File: config.mk
export PLATFORM = sky130hd
export DESIGN_NAME = regfile_write_arbiter
export DESIGN_NICKNAME = d
export VERILOG_FILES = /design/src/rtl/regfile_write_arbiter.sv
export SDC_FILE = /design/constraint.sdc
export NUM_CORES = 1
export LEC_CHECK = 0
export BUFFER_PORTS_ARGS = -buffer_cell sky130_fd_sc_hd__clkbuf_2
export CAP_MARGIN = 25
export CORE_MARGIN = 4
export CORE_UTILIZATION = 49
export DETAILED_ROUTE_END_ITERATION = 10
export PLACE_DENSITY = 0.91
export SLEW_MARGIN = 20
export SYNTH_ARGS = -nofsm -noshare
export SYNTH_HDL_FRONTEND = slang
export SYNTH_SLANG_ARGS = --single-unit
File: constraint.sdc
create_clock -name i_clk -period 2.45 [get_ports i_clk]
set_input_delay 0.3675 -clock i_clk [delete_from_list [all_inputs] [get_ports i_clk]]
set_output_delay 0.3675 -clock i_clk [all_outputs]
set_load 0.005 [all_outputs]
File: src/rtl/regfile_write_arbiter.sv
// Write-port controller for the 32x32 integer register file: wb/aux arbitration with aux starvation bound.
// Optional post-reset clear sweep of x1..x31 is built when RF_ARB_CLEAR_EN is defined.
module regfile_write_arbiter #(
   parameter int unsigned MAX_WAIT = 4
) (
   input  logic        i_clk,
   input  logic        i_rst_n,
   input  logic        i_wb_valid,
   input  logic [4:0]  i_wb_addr,
   input  logic [31:0] i_wb_data,
   output logic        o_wb_ready,
   input  logic        i_aux_valid,
   input  logic [4:0]  i_aux_addr,
   input  logic [31:0] i_aux_data,
   output logic        o_aux_ready,
   output logic [31:0] o_rf_we,
   output logic [4:0]  o_rf_waddr,
   output logic [31:0] o_rf_wdata,
   output logic        o_busy
);

   typedef enum logic {ST_CLEAR = 1'b0, ST_ARB = 1'b1} state_e;

   localparam logic [3:0] MAX_W = MAX_WAIT[3:0];

`ifdef RF_ARB_CLEAR_EN
   localparam state_e RST_STATE = ST_CLEAR;
   logic [4:0] cnt_q, cnt_d;
`else
   localparam state_e RST_STATE = ST_ARB;
`endif

   state_e      state_q, state_d;
   logic [3:0]  aux_wait_q, aux_wait_d;
   logic [31:0] we_q, we_d;
   logic [4:0]  waddr_q, waddr_d;
   logic [31:0] wdata_q, wdata_d;

   logic arb_s, force_s, wb_rdy_s, aux_rdy_s, wb_hs_s, aux_hs_s;

   function automatic logic [31:0] onehot_we(input logic [4:0] addr);
      logic [31:0] we;
      we = 32'd1 << addr;
      if (addr == 5'd0) begin
         we = 32'd0;
      end else begin
         we = we;
      end
      return we;
   endfunction

   // Readies are held low while reset is asserted, even in a build with no sweep state.
   assign arb_s     = (state_q == ST_ARB) && i_rst_n;
   assign force_s   = (aux_wait_q == MAX_W) && i_aux_valid;
   assign wb_rdy_s  = arb_s && !force_s;
   assign aux_rdy_s = arb_s && (force_s || !i_wb_valid);
   assign wb_hs_s   = i_wb_valid && wb_rdy_s;
   assign aux_hs_s  = i_aux_valid && aux_rdy_s;

   assign o_wb_ready  = wb_rdy_s;
   assign o_aux_ready = aux_rdy_s;
   assign o_rf_we     = we_q;
   assign o_rf_waddr  = waddr_q;
   assign o_rf_wdata  = wdata_q;
`ifdef RF_ARB_CLEAR_EN
   assign o_busy = (state_q == ST_CLEAR);
`else
   assign o_busy = 1'b0;
`endif

   // Next-state: sweep sequencing, grant selection, write-port load and aux wait counter.
   always_comb begin
      state_d    = state_q;
      aux_wait_d = aux_wait_q;
      we_d       = 32'd0;
      waddr_d    = waddr_q;
      wdata_d    = wdata_q;
`ifdef RF_ARB_CLEAR_EN
      cnt_d      = cnt_q;
`endif
      case (state_q)
`ifdef RF_ARB_CLEAR_EN
         ST_CLEAR: begin
            we_d       = onehot_we(cnt_q);
            waddr_d    = cnt_q;
            wdata_d    = 32'd0;
            aux_wait_d = 4'd0;
            if (cnt_q == 5'd31) begin
               state_d = ST_ARB;
            end else begin
               cnt_d = cnt_q + 5'd1;
            end
         end
`endif
         ST_ARB: begin
            if (wb_hs_s) begin
               we_d    = onehot_we(i_wb_addr);
               waddr_d = i_wb_addr;
               wdata_d = i_wb_data;
            end else if (aux_hs_s) begin
               we_d    = onehot_we(i_aux_addr);
               waddr_d = i_aux_addr;
               wdata_d = i_aux_data;
            end else begin
               we_d = 32'd0;
            end
            // Wait counts only cycles in which aux is actually blocked; saturates at the force level.
            if (!i_aux_valid || aux_hs_s) begin
               aux_wait_d = 4'd0;
            end else if (aux_wait_q < MAX_W) begin
               aux_wait_d = aux_wait_q + 4'd1;
            end else begin
               aux_wait_d = aux_wait_q;
            end
         end
         default: begin
            state_d = RST_STATE;
         end
      endcase
   end

   // State and output registers.
   always_ff @(posedge i_clk or negedge i_rst_n) begin
      if (!i_rst_n) begin
         state_q    <= RST_STATE;
         aux_wait_q <= 4'd0;
         we_q       <= 32'd0;
         waddr_q    <= 5'd0;
         wdata_q    <= 32'd0;
`ifdef RF_ARB_CLEAR_EN
         cnt_q      <= 5'd1;
`endif
      end else begin
         state_q    <= state_d;
         aux_wait_q <= aux_wait_d;
         we_q       <= we_d;
         waddr_q    <= waddr_d;
         wdata_q    <= wdata_d;
`ifdef RF_ARB_CLEAR_EN
         cnt_q      <= cnt_d;
`endif
      end
   end

endmodule

==> Yosys cells after proc, flatten, opt, wreduce, memory -nomap -nowiden <==
Index checks and enable logic that the tools add are counted.
{ "word_totals": {"register_bits": 73, "in_bits": 78, "out_inout_bits": 72} }
{ "classes": {"shifts": 2, "order_cmp": 1, "n_eq_ne": 1, "mux": 10, "n_addsub": 1, "n_reduce_logical": 14} }
{ "ops": {"columns": ["operator", "n"], "rows": [
  ["two-way mux 32 bit", 6],
  ["left shift 1 x 5 -> 32 bit, first input constant", 2],
  ["logical NOT 5 bit", 2],
  ["two-way mux 5 bit", 2],
  ["two-way mux 4 bit", 2],
  ["logical AND 1 bit", 5],
  ["adder 4 x 1 -> 4 bit, second input constant", 1],
  ["equality test 4 x 3 -> 1 bit, second input constant", 1],
  ["less-than comparator 4 x 3 -> 1 bit, second input constant", 1],
  ["nonzero test 2 bit", 2],
  ["logical NOT 1 bit", 3],
  ["logical OR 1 bit", 2]
]} }

==> Logic depth before layout (Yosys ltp) <==
{ "depth": {"ltp_word": 7, "depth_mapped": 8} }

==> Worst setup path before layout <==
No wires, ideal clock.
{ "synth_timing": {"kind": "flip-flop to flip-flop", "from": "reg aux_wait_q[0]", "to": "reg we_q[15] (netlist: o_rf_we[15])", "path_buffers": 1, "path_stages_with_launch": 8, "period_less_slack_ps": 1682, "t_arrival_ps": 1598, "t_required_ps": 2366, "setup_ps": 84, "path_slack_ps": 768, "cell_sequence": "dfrtp_1 inv_1 ha_1 nand4b_1 and3_1 buf_6 or4_4 o22ai_1"} }
{ "synth_via": {"elab_chain_cells": 7, "elab_cells_between_ends": 10, "cone_classes": "eq/ne: 1; mux: 2; reduce/logical: 7"} }
{ "synth_rtl": {"columns": ["item", "line_no", "rtl"], "rows": [
  ["start: declaration", "34", "logic [3:0] aux_wait_q, aux_wait_d;"],
  ["start signal: assignment", "135", "aux_wait_q <= aux_wait_d;"],
  ["equality test 4 x 3 -> 1 bit *", "54", "assign force_s = (aux_wait_q == MAX_W) && i_aux_valid;"],
  ["logical AND 1 bit *", "54", null],
  ["logical OR 1 bit", "56", "assign aux_rdy_s = arb_s && (force_s || !i_wb_valid);"],
  ["logical AND 1 bit", "56", null],
  ["logical AND 1 bit", "58", "assign aux_hs_s = i_aux_valid && aux_rdy_s;"],
  ["two-way mux 32 bit", "100", "end else if (aux_hs_s) begin"],
  ["two-way mux 32 bit *", "96", "if (wb_hs_s) begin"],
  ["net we_d[15]", "35", "logic [31:0] we_q, we_d;"],
  ["end signal: assignment", "136", "we_q <= we_d;"],
  ["end: declaration", "35", null]
]} }
The timed path passes the listed nets; every way through them passes the cells marked *.
A chain may end at the register's enable or synchronous reset.

==> Final worst setup path <==
{ "layout_timing": {"from": "in i_rst_n", "to": "reg wdata_q[9] (netlist: o_rf_wdata[9])"} }
{ "layout_via": {"elab_chain_cells": 3, "elab_cells_between_ends": 6, "cone_classes": "mux: 1; reduce/logical: 5"} }
{ "layout_rtl": {"columns": ["item", "line_no", "rtl"], "rows": [
  ["start: declaration", "7", "input logic i_rst_n,"],
  ["logical AND 1 bit (on tied branches)", "55, 56", null],
  ["logical AND 1 bit (on tied branches)", "57, 58", null],
  ["two-way mux 32 bit or nonzero test 2 bit (tied branches)", null, null],
  ["end signal: assignment", "138", "wdata_q <= wdata_d;"],
  ["end: declaration", "37", "logic [31:0] wdata_q, wdata_d;"]
]} }
Several ways; a longest one is shown, not always the timed one.

==> results.md <==
* Status: complete, no violations
* Total track usage at 22.8%
* Hold Path Origin: i_aux_data[0]
* Layout net count at 521
* Top FF cell, synth: dfrtp_1
* Remaining global-route overflow at 0
* Synth Area in Simple Gates at 8.79%
* Starting Density at 50.9%
* CP endpoint kind: flip-flop
* Reg power frac at 50.4%
* R2r worst-path depth at 6
* Leakage power at 2.11 nW
* Clock-pin slew on the worst setup and hold paths at 80 ps
* Sequential cell area at 0.00183 mm^2
* Maximum clock rate at 514 MHz
* Clock Root Buffer: clkbuf_8
* Die height at 86.9 um
* DR vias at 2885
* Main combinational cell family by area after synthesis: compound AO/OA/AOI/OAI gates
* Final setup viols at 0
* Tightest Pin Transition at 765 ps
* Post-Synth Adder-Cell Area at 0.821%
* Crit Path Max Fanout at 28
* Drt drc at 0
* Max stage delay on crit path at 520 ps
* I/O Pins at 150
* Core area at 0.00599 mm^2
* CTS max path bufs at 2
* R2r endpoint: o_rf_we[6]
* Seq cells post-synth at 73
* Final WS setup at 505 ps
* Port Buffers at 148
* NetSw at 0.000705 W
* Drt total wl at 8470 um
* Top-count cell post-synth: dfrtp_1
* Die Area at 0.00754 mm^2
* Placed insts at 504
* Row count at 28
* Fin Setup TNS at 0 ps
* Vias in the first global route at 2876
* Die Wd at 86.9 um
* Slew headroom at 49.0%
* Multi-input logic area at 962 um^2
* Asr flop ratio synth at 100%
* Routed Antenna Nets at 0
* Clock sinks at 73
* Compound-Gate Fraction of Synth Area at 21.2%
* Area contributors post-synth: dfrtp_1, o22ai_1, a21oi_1, inv_1, nand4_1
* Sw frac at 26.3%
* Dpl ws at 570 ps
* Max_cap viols at 0
* Largest net degree at the start of global routing at 63
* EDFF count, synth at 0
* Final hold vios at 0
* Cells after Synth at 293
* Power density cells at 665 mW/mm^2
* Gpl congestion at 0.994
* H-tree depth at 3
* Tightest Hold Check Type: primary input to flip-flop
* Top post-synthesis cells by count: dfrtp_1, o22ai_1, inv_1
* RSZ-0062 raised after global routing: false
* Hold Slack at 228 ps
* Endpoint, Worst Hold: o_rf_wdata[0]
* Sequential area share after synthesis at 60.0%
* Fillcell total at 464
* Share of total power in combinational logic at 15.3%
* Multiplexer area fraction after synthesis at 0%
* Yosys top cell area share at 60.0%
* Netlist cell types at 31
* Worst Path Required at 2700 ps
* Initial antenna violation count at 0
* Post-synthesis cell area at 0.00305 mm^2
* Worst reg-to-reg setup slack at 530 ps
* Hpwl dp at 6480 um
* CP cell instances: dlygate4sd3_1 > buf_4 > inv_1 > nor2_2 > buf_12 > o22ai_1 > a21oi_1
* Syn-to-layout area delta at 32.5%
* Critical path arrival at 2200 ps
* Fraction of layout cells with a size suffix above 1 at 39.9%
* Worst VDD drop at 0.425 mV
* Via density at 5.54
* Worst hold path stage count at 3
* Fin. max-slew vios at 0
* Global-route wire length before repair at 13500 um
* Synth Area in XOR/XNOR at 0.287%
* # diodes at 0
* Leading area contributor after synthesis: dfrtp_1
* Slowest library cell on the worst path: dlygate4sd3_1
* FF-to-FF Start: aux_wait_q[0]
* Avg Inst Size Synth at 10.4 um^2
* Setup Crit Path Kind: primary input to flip-flop
* Total power at 0.00268 W
* Clock share of power at 34.4%
* Drt pass-1 iters at 5
* Drt wl/cell at 16.3 um
* CTS tree: built
* Ys Warns at 0
* Fin crit share at 79.4%
* Cell-internal power at 0.00198 W
* Startpoint Class: primary input
* Fin cells at 521
* Clock Latency Late Sink at 340 ps
* Setup Skew at 11.3 ps
* Initial DRC Count at 255
* Post-layout min period at 1940 ps
* CTS buffer count at 9
==> area by class of cell <==
class	count	share of cell area, %
flip-flops and latches	73	45.3
multi-input cells	162	23.8
repair buffers	154	19.9
inverters	41	3.81
clock buffers	11	3.50
well taps	75	2.32
clock inverters	5	1.36
==> state kept, by name (all words and copies together), names as in the netlist <==
register and cells:
aux_wait_q 4, o_rf_waddr 5, o_rf_wdata 32, o_rf_we 32
==> layout by cell type, fill, tap and decap left out, drive strengths merged, types with 2 or more instances in the layout <==
cell and count:
buf 6, a21oi 40, nand2 7, or4 2, or2 2, o21ai 2
conb 2, dfrtp 73, nand3 7, nor2 9, clkinvlp 2, nand4b 3
or2b 3, o22ai 67, clkinv 2, or3 4, ha 2, inv 41
clkbuf 158, nand4 6
==> logic make-up after synthesis <==
logic type,Yosys count
flops,73
buf+inv,59
xor+xnor,1
other cells,1
compound gates,111
fa+ha+maj,2
simple gates,46
==> per-stage QoR <==
stage,utilization (%),area [um^2]
after floorplan,-,3050
after global placement,63.9,3830
after detailed placement,63.9,3830
after CTS,67.4,4040
after global routing,67.4,4040
final,67.4,4040
==> layer usage <==
layer  wire (um)  GRT usage [%]  share of wire [%]  vias to the layer above
li1            -              -                  -                     1342
met1        3300           28.3                 39                     1371
met2        4260           38.1                 50                      155
met3         762           5.58                9.0                       17
met4         148           9.35                1.7                        0
met5           0              0                  0                        -
==> timing repair <==
| action | CTS | global route |
|---|---|---|
| resized for setup | 0 | 0 |
| endpoints found under the setup margin | 0 | 0 |
| buffers inserted | 0 | 0 |
| endpoints found under the hold margin | 11 | 0 |
| hold buffers | 1 | 0 |
==> worst max-delay path, delay by kind of cell <==
| kind | cells | cell delay (ps) |
|---|---|---|
| AO/OA/AOI/OAI | 2 | 250 |
| buffers and inverters | 4 | 1100 |
| AND/OR/NAND/NOR | 1 | 450 |
==> power by group through the flow <==
stage	clock network (W)	logic [W]	registers, W
after floorplan	0	0.000178	0.00137
after global placement	0	0.000395	0.00137
after detailed placement	0	0.000413	0.00137
after CTS	0.000949	0.000413	0.00135
after global routing	0.00101	0.000461	0.00136
final	0.000922	0.000410	0.00135
==> worst max path at each step <==
| stage | startpoint | end | cells after the start |
|---|---|---|---|
| floorplan | aux_wait_q[0] | o_rf_we[15] | 7 |
| global placement | aux_wait_q[0] | o_rf_we[9] | 6 |
| detailed placement | aux_wait_q[0] | o_rf_we[6] | 6 |
| CTS | i_rst_n | o_rf_wdata[9] | 7 |
| global route | i_rst_n | o_rf_wdata[16] | 7 |
| finish | i_rst_n | o_rf_wdata[9] | 7 |
(Power assumes the default switching activity.)
